[config.mk]
export PLATFORM = sky130hd
export DESIGN_NAME = i2s_slot_sequencer_flat
export DESIGN_NICKNAME = d
export VERILOG_FILES = /design/src/rtl/i2s_slot_sequencer_if.sv /design/src/rtl/i2s_slot_sequencer.sv /design/src/flat_wrapper.sv
export SDC_FILE = /design/constraint.sdc
export NUM_CORES = 1
export LEC_CHECK = 0
export ABC_AREA = 1
export CORE_MARGIN = 5
export CORE_UTILIZATION = 50
export CTS_CLUSTER_DIAMETER = 50
export DETAILED_ROUTE_END_ITERATION = 10
export PLACE_DENSITY_LB_ADDON = 0.12
export REMOVE_ABC_BUFFERS = 1
export SYNTH_ARGS = -nofsm -noshare
export SYNTH_HDL_FRONTEND = slang
export SYNTH_SLANG_ARGS = --single-unit
[constraint.sdc]
create_clock -name clk_i -period 5.04 [get_ports clk_i]
set_input_delay 1.008 -clock clk_i [delete_from_list [all_inputs] [get_ports clk_i]]
set_output_delay 1.008 -clock clk_i [all_outputs]
set_load 0.02 [all_outputs]
[src/rtl/i2s_slot_sequencer_if.sv]
`default_nettype none
// ============================================================================
// Module   : i2s_slot_sequencer_if
// Brief    : Bundle of I2S line inputs, enable and slot/sample outputs for
//            the I2S slot sequencer.
// Revision : 1.0 - initial release
// ============================================================================
interface i2s_slot_sequencer_if #(
    parameter int SLOT_WIDTH = 32,
    parameter int DATA_WIDTH = 24
) ();
    logic                  en_i;
    logic                  sck_i;
    logic                  ws_i;
    logic                  sd_i;
    logic [SLOT_WIDTH-1:0] slot_o;
    logic                  chan_o;
    logic                  lock_o;
    logic [DATA_WIDTH-1:0] sample_o;
    logic                  sample_chan_o;
    logic                  sample_valid_o;
    logic                  frame_err_o;

    // Source side: drives the I2S lines and enable, observes results
    modport master (
        output en_i, sck_i, ws_i, sd_i,
        input  slot_o, chan_o, lock_o, sample_o, sample_chan_o,
               sample_valid_o, frame_err_o
    );

    // Sequencer side
    modport slave (
        input  en_i, sck_i, ws_i, sd_i,
        output slot_o, chan_o, lock_o, sample_o, sample_chan_o,
               sample_valid_o, frame_err_o
    );
endinterface
`default_nettype wire

[src/rtl/i2s_slot_sequencer.sv]
`default_nettype none
// ============================================================================
// Module   : i2s_slot_sequencer
// Brief    : Oversampled I2S receiver front end. Tracks the bit slot inside
//            each WS half-frame, deserialises MSB-first samples per channel
//            and flags short/long half-frames with automatic re-alignment.
// Revision : 1.0 - initial release
// ============================================================================
module i2s_slot_sequencer #(
    parameter int SLOT_WIDTH = 32,
    parameter int DATA_WIDTH = 24,
    parameter int CNT_WIDTH  = $clog2(SLOT_WIDTH)
) (
    input  logic                clk_i,
    input  logic                rst_i,
    i2s_slot_sequencer_if.slave bus
);

    localparam logic [CNT_WIDTH-1:0]  c_last_slot  = CNT_WIDTH'(SLOT_WIDTH - 1);
    localparam logic [CNT_WIDTH-1:0]  c_last_data  = CNT_WIDTH'(DATA_WIDTH - 1);
    localparam logic [CNT_WIDTH-1:0]  c_data_width = CNT_WIDTH'(DATA_WIDTH);
    localparam logic [SLOT_WIDTH-1:0] c_slot_first = SLOT_WIDTH'(1);

    typedef enum logic [1:0] {
        ST_IDLE  = 2'd0,
        ST_ALIGN = 2'd1,
        ST_RUN   = 2'd2
    } state_t;

    // Synchroniser stages
    logic r_sck_s1, r_sck_s2, r_sck_s3;
    logic r_ws_s1,  r_ws_s2;
    logic r_sd_s1,  r_sd_s2;

    // Sequencer state
    state_t                r_state;
    logic [CNT_WIDTH-1:0]  r_bit_cnt;
    logic                  r_ws_prev;
    logic [DATA_WIDTH-1:0] r_shift;
    logic [SLOT_WIDTH-1:0] r_slot;
    logic                  r_chan;
    logic                  r_lock;
    logic [DATA_WIDTH-1:0] r_sample;
    logic                  r_sample_chan;
    logic                  r_sample_valid;
    logic                  r_frame_err;

    logic                  w_rise;
    logic                  w_ws_edge;
    logic [DATA_WIDTH-1:0] w_word;

    // Rising SCK seen in the clk domain; an edge rise is one where WS changed
    assign w_rise    = r_sck_s2 & ~r_sck_s3;
    assign w_ws_edge = r_ws_s2 ^ r_ws_prev;
    // Shift register with the current SD bit appended at the LSB
    assign w_word    = DATA_WIDTH'({r_shift, r_sd_s2});

    // Two-stage synchronisers; SCK gets a third stage for edge detection
    always_ff @(posedge clk_i or posedge rst_i) begin
        if (rst_i) begin
            r_sck_s1 <= 1'b0;
            r_sck_s2 <= 1'b0;
            r_sck_s3 <= 1'b0;
            r_ws_s1  <= 1'b0;
            r_ws_s2  <= 1'b0;
            r_sd_s1  <= 1'b0;
            r_sd_s2  <= 1'b0;
        end else begin
            r_sck_s1 <= bus.sck_i;
            r_sck_s2 <= r_sck_s1;
            r_sck_s3 <= r_sck_s2;
            r_ws_s1  <= bus.ws_i;
            r_ws_s2  <= r_ws_s1;
            r_sd_s1  <= bus.sd_i;
            r_sd_s2  <= r_sd_s1;
        end
    end

    // Alignment FSM, slot counter, deserialiser and registered outputs
    always_ff @(posedge clk_i or posedge rst_i) begin
        if (rst_i) begin
            r_state        <= ST_IDLE;
            r_bit_cnt      <= '0;
            r_ws_prev      <= 1'b0;
            r_shift        <= '0;
            r_slot         <= '0;
            r_chan         <= 1'b0;
            r_lock         <= 1'b0;
            r_sample       <= '0;
            r_sample_chan  <= 1'b0;
            r_sample_valid <= 1'b0;
            r_frame_err    <= 1'b0;
        end else begin
            r_sample_valid <= 1'b0;
            r_frame_err    <= 1'b0;

            // WS history is tracked on every rise so the first edge after
            // enabling is recognised without an extra half-frame
            if (w_rise) begin
                r_ws_prev <= r_ws_s2;
            end

            if (!bus.en_i) begin
                r_state   <= ST_IDLE;
                r_bit_cnt <= '0;
                r_shift   <= '0;
                r_slot    <= '0;
                r_lock    <= 1'b0;
            end else begin
                case (r_state)
                    ST_IDLE: begin
                        r_state <= ST_ALIGN;
                    end

                    ST_ALIGN: begin
                        // Lock on the first WS edge; earlier data is a partial word
                        if (w_rise && w_ws_edge) begin
                            r_state   <= ST_RUN;
                            r_lock    <= 1'b1;
                            r_bit_cnt <= '0;
                            r_slot    <= c_slot_first;
                            r_chan    <= r_ws_s2;
                            r_shift   <= '0;
                        end
                    end

                    ST_RUN: begin
                        if (w_rise && w_ws_edge) begin
                            if (r_bit_cnt == c_last_slot) begin
                                // Legal half-frame boundary: restart slot count
                                r_bit_cnt <= '0;
                                r_slot    <= c_slot_first;
                                r_chan    <= r_ws_s2;
                                r_shift   <= '0;
                            end else begin
                                // Short half-frame
                                r_frame_err <= 1'b1;
                                r_state     <= ST_ALIGN;
                                r_lock      <= 1'b0;
                                r_slot      <= '0;
                            end
                        end else if (w_rise) begin
                            if (r_bit_cnt == c_last_slot) begin
                                // Long half-frame: more data bits than slots
                                r_frame_err <= 1'b1;
                                r_state     <= ST_ALIGN;
                                r_lock      <= 1'b0;
                                r_slot      <= '0;
                            end else begin
                                if (r_bit_cnt < c_data_width) begin
                                    r_shift <= w_word;
                                end
                                if (r_bit_cnt == c_last_data) begin
                                    r_sample       <= w_word;
                                    r_sample_chan  <= r_chan;
                                    r_sample_valid <= 1'b1;
                                end
                                r_bit_cnt <= r_bit_cnt + CNT_WIDTH'(1);
                                r_slot    <= {r_slot[SLOT_WIDTH-2:0], 1'b0};
                            end
                        end
                    end

                    default: begin
                        r_state <= ST_IDLE;
                    end
                endcase
            end
        end
    end

    assign bus.slot_o         = r_slot;
    assign bus.chan_o         = r_chan;
    assign bus.lock_o         = r_lock;
    assign bus.sample_o       = r_sample;
    assign bus.sample_chan_o  = r_sample_chan;
    assign bus.sample_valid_o = r_sample_valid;
    assign bus.frame_err_o    = r_frame_err;

endmodule
`default_nettype wire

[src/flat_wrapper.sv]
// flat-port wrapper written by rule: the top's interface ports become plain ports
module i2s_slot_sequencer_flat 
#(
    parameter int SLOT_WIDTH = 32,
    parameter int DATA_WIDTH = 24,
    parameter int CNT_WIDTH  = $clog2(SLOT_WIDTH)
)
  (clk_i, rst_i, bus_en_i, bus_sck_i, bus_ws_i, bus_sd_i, bus_slot_o, bus_chan_o, bus_lock_o, bus_sample_o, bus_sample_chan_o, bus_sample_valid_o, bus_frame_err_o);
  i2s_slot_sequencer_if #(.SLOT_WIDTH(SLOT_WIDTH), .DATA_WIDTH(DATA_WIDTH)) bus_i ();
  input  logic clk_i;
  input  logic rst_i;
  input wire logic [$bits(bus_i.en_i)-1:0] bus_en_i;
  input wire logic [$bits(bus_i.sck_i)-1:0] bus_sck_i;
  input wire logic [$bits(bus_i.ws_i)-1:0] bus_ws_i;
  input wire logic [$bits(bus_i.sd_i)-1:0] bus_sd_i;
  output wire logic [$bits(bus_i.slot_o)-1:0] bus_slot_o;
  output wire logic [$bits(bus_i.chan_o)-1:0] bus_chan_o;
  output wire logic [$bits(bus_i.lock_o)-1:0] bus_lock_o;
  output wire logic [$bits(bus_i.sample_o)-1:0] bus_sample_o;
  output wire logic [$bits(bus_i.sample_chan_o)-1:0] bus_sample_chan_o;
  output wire logic [$bits(bus_i.sample_valid_o)-1:0] bus_sample_valid_o;
  output wire logic [$bits(bus_i.frame_err_o)-1:0] bus_frame_err_o;
  assign bus_i.en_i = bus_en_i;
  assign bus_i.sck_i = bus_sck_i;
  assign bus_i.ws_i = bus_ws_i;
  assign bus_i.sd_i = bus_sd_i;
  assign bus_slot_o = bus_i.slot_o;
  assign bus_chan_o = bus_i.chan_o;
  assign bus_lock_o = bus_i.lock_o;
  assign bus_sample_o = bus_i.sample_o;
  assign bus_sample_chan_o = bus_i.sample_chan_o;
  assign bus_sample_valid_o = bus_i.sample_valid_o;
  assign bus_frame_err_o = bus_i.frame_err_o;
  i2s_slot_sequencer #(.SLOT_WIDTH(SLOT_WIDTH), .DATA_WIDTH(DATA_WIDTH), .CNT_WIDTH(CNT_WIDTH)) u_core (.clk_i(clk_i), .rst_i(rst_i), .bus(bus_i));
endmodule
==> results_dict.tcl <==
set metrics [dict create \
    cpLargestDelayFamily "simple AND/OR/NAND/NOR gates" \
    htreeDepth 3 \
    power.density_nw_per_um2 327.2 \
    critPathArrivalTime_ns 3.80 \
    p_sw_frac 0.3390 \
    muxShareOfSynthArea 0 \
    drt-met1-wl_um 3994 \
    fin_skew_ns 0.01118 \
    dpl_worst_slack_ns 1.082 \
    fmax_mhz 282.2 \
    cts_tree "done" \
    nFillCells 742 \
    start_util 0.5054 \
    synth_cell_types 28 \
    fin_cells 647 \
    syn_avg_cell_area_um2 8.929 \
    ant_nets 0 \
    critical-path-slowest-cell "nand2_2" \
    r2r-end "u_core.r_shift[2]$_DFFE_PP0P_" \
    drt-total-wl_um 8804 \
    num_rows 34 \
    synth_compound_area_frac 0.08078 \
    insertion_delay_ns 0.36 \
    via_count 3371 \
    combPwrFrac 0.213 \
    die_y_um 103.0 \
    top_layer_used "met4" \
    max-cap-violations 0 \
    power_frac_seq 0.494 \
    synthSimpleGateAreaFrac 0.2649 \
    ys_seq_area_frac 0.5732 \
    drt-pass1-iter-count 4 \
    required_ns 5.29 \
    timing.rr.start "u_core.r_bit_cnt[0]$_DFFE_PP0P_" \
    io_pins 67 \
    die_x_um 103.0 \
    cp_cell_sequence "clkdlybuf4s50_1, inv_2, nor2_4, nand2_4, nor2_4, nand2_2, o21ai_0" \
    final_common_cell "nand2_1" \
    cp_common_cell "nor2_4" \
    cts_root_buf "clkbuf_8" \
    globalRoute.totalOverflow 0 \
    synth_adder_area_share 0.005790 \
    syn_to_final_growth_pct 19.57 \
    clkPwrFrac 0.293 \
    yosysWarnings 0 \
    worstSetupPathType "primary input to register" \
    synth-seq-cells 99 \
    relSlewSlack 0.3467 \
    cts_sinks 99 \
    switching_power_w 0.0005732 \
    crit_start "bus_en_i" \
    nets 543 \
    wl_met2_um 4274 \
    setup_ws_ns 1.497 \
    tns_ns 0 \
    start_kind "primary input" \
    crit_end "u_core.bus.sample_o[2]$_DFFE_PP0P_" \
    track_usage 0.1774 \
    cts_resized 0 \
    cts.clk_slew.worst_paths_ns 0.09 \
    post_cts_buffers 0 \
    core_um2 8551 \
    place.detailed.hpwl_um 5635 \
    rr_worst_depth 9 \
    drv_slew 0 \
    gp_congestion 0.7951 \
    period_share 0.7030 \
    vias_per_cell 5.210 \
    tightest_slew_ns 0.9799 \
    path_max_fanout 49 \
    grt_pass1_vias 3303 \
    r2r_slack_ns 2.03 \
    synth_xor_xnor_area_share 0.002027 \
    final_hold_viol_count 0 \
    diodes 0 \
    min_path_type "register to register" \
    rsz0062_at_grt "false" \
    finalCriticalPeriod_ns 3.543 \
    p_leak_nw 2.501 \
    drt_iter0_markers 165 \
    layout_common_cells "138 x nand2_1, 99 x dfrtp_1, 66 x clkdlybuf4s50_1" \
    antenna_found_initial 0 \
    slowest_delay_ns 0.65 \
    grt_pass1_wl_um 15040 \
    path_depth 7 \
    syn_area_um2 4322 \
    grt_max_degree 77 \
    die_area_um2 10600 \
    crit_buf_inv 2 \
    drive_above_1_share 0.08534 \
    p_int_w 0.001118 \
    wire_per_inst_um 13.61 \
    hold_buffers 0 \
    portBuffers 66 \
    cts_buffers 9 \
    synth_top_family_by_area "simple AND/OR/NAND/NOR gates" \
    syn_inst 484 \
    status "complete, no violations" \
    dr_wl_met3_um 412 \
    peakVddDrop_uv 160.5 \
    placed_cells 632 \
    drc_errors 0 \
    end_kind "register" \
    clockBufferDepth 2 \
    finalSetupViolations 0 \
]
==> flip-flops by register name (all words and copies together), names as in the netlist <==
signal,count
u_core.bus.chan_o,1
u_core.bus.frame_err_o,1
u_core.bus.lock_o,1
u_core.bus.sample_chan_o,1
u_core.bus.sample_o,24
u_core.bus.sample_valid_o,1
u_core.bus.slot_o,32
u_core.r_bit_cnt,5
u_core.r_sck_s1,1
u_core.r_sck_s2,1
u_core.r_sck_s3,1
u_core.r_sd_s1,1
u_core.r_sd_s2,1
u_core.r_shift,23
u_core.r_state,2
u_core.r_ws_prev,1
u_core.r_ws_s1,1
u_core.r_ws_s2,1
==> kinds of logic (layout without fill, tap and decap cells) <==
| logic type | count (synthesis) | in the layout |
|---|---|---|
| compound gates | 63 | 63 |
| xor+xnor | 1 | 1 |
| fa+ha+maj | 2 | 2 |
| buf+inv | 68 | 123 |
| flops | 99 | 99 |
| simple gates | 251 | 251 |
==> per-layer routing <==
layer,up-vias,track usage
met1,1629,0.2247
met5,-,0
li1,1657,-
met4,0,0.06574
met3,11,0.03992
met2,74,0.2980
==> how the worst min path moves through the flow <==
stage,startpoint,end,slack (ns),cells past startpoint
after floorplan,u_core.r_sck_s1$_DFF_PP0_,u_core.r_sck_s2$_DFF_PP0_,0.33,0
after global placement,u_core.r_sd_s1$_DFF_PP0_,u_core.r_sd_s2$_DFF_PP0_,0.33,0
after detailed placement,u_core.r_ws_s1$_DFF_PP0_,u_core.r_ws_s2$_DFF_PP0_,0.34,0
after CTS,u_core.r_sck_s1$_DFF_PP0_,u_core.r_sck_s2$_DFF_PP0_,0.36,0
after global routing,u_core.r_sd_s1$_DFF_PP0_,u_core.r_sd_s2$_DFF_PP0_,0.37,0
final,u_core.r_sck_s1$_DFF_PP0_,u_core.r_sck_s2$_DFF_PP0_,0.36,0
==> power by group through the flow <==
| stage | registers [W] | logic [W] | clock network (W) |
|---|---|---|---|
| global route | 0.000840 | 0.000395 | 0.000546 |
| finish | 0.000835 | 0.000360 | 0.000496 |
| detailed placement | 0.000851 | 0.000362 | 0 |
| global placement | 0.000851 | 0.000355 | 0 |
| CTS | 0.000836 | 0.000363 | 0.000510 |
| floorplan | 0.000859 | 0.000234 | 0 |
==> synthesized netlist by cell type <==
master	count	share of area
inv_2	4	0.0035
buf_1	2	0.0017
nor2_2	2	0.0029
nand2_1	138	0.12
nor2_4	4	0.010
buf_6	5	0.013
nand3_1	40	0.046
nand3_2	1	0.0023
dfrtp_1	99	0.57
nor3_2	1	0.0023
nand4_1	24	0.035
nor2_1	31	0.027
nand3_4	1	0.0041
nand2_4	1	0.0026
nor4_2	1	0.0029
inv_1	35	0.030
xor2_1	1	0.0020
a21oi_1	2	0.0023
o21ai_2	6	0.012
buf_2	13	0.015
nor3_1	2	0.0023
buf_4	2	0.0035
clkbuf_1	7	0.0061
nand2_2	5	0.0072
o21ai_0	49	0.057
o21ai_1	5	0.0058
a21oi_4	1	0.0038
ha_1	2	0.0058
==> final cells by class <==
type | instances | area [um^2] | share of cell area
clock buffers | 9 | 123.9 | 0.02397
clock inverters | 6 | 65.06 | 0.01259
inverters | 39 | 148.9 | 0.02881
multi-input cells | 317 | 1534 | 0.2969
flip-flops and latches | 99 | 2477 | 0.4794
well taps | 108 | 135.1 | 0.02615
repair buffers | 69 | 683.2 | 0.1322
==> per-stage QoR <==
| stage | util | area [um^2] | total power, W | hold slack [ns] |
|---|---|---|---|---|
| 2_1_floorplan | - | 4151 | 0.001093 | 0.3312 |
| 6_report | 0.6043 | 5167 | 0.001691 | 0.3550 |
| 5_1_grt | 0.6043 | 5167 | 0.001780 | 0.3681 |
| 4_1_cts | 0.6043 | 5167 | 0.001709 | 0.3576 |
| 3_5_place_dp | 0.5822 | 4979 | 0.001213 | 0.3356 |
| 3_3_place_gp | 0.5822 | 4979 | 0.001206 | 0.3337 |
(Power assumes the default switching activity.)
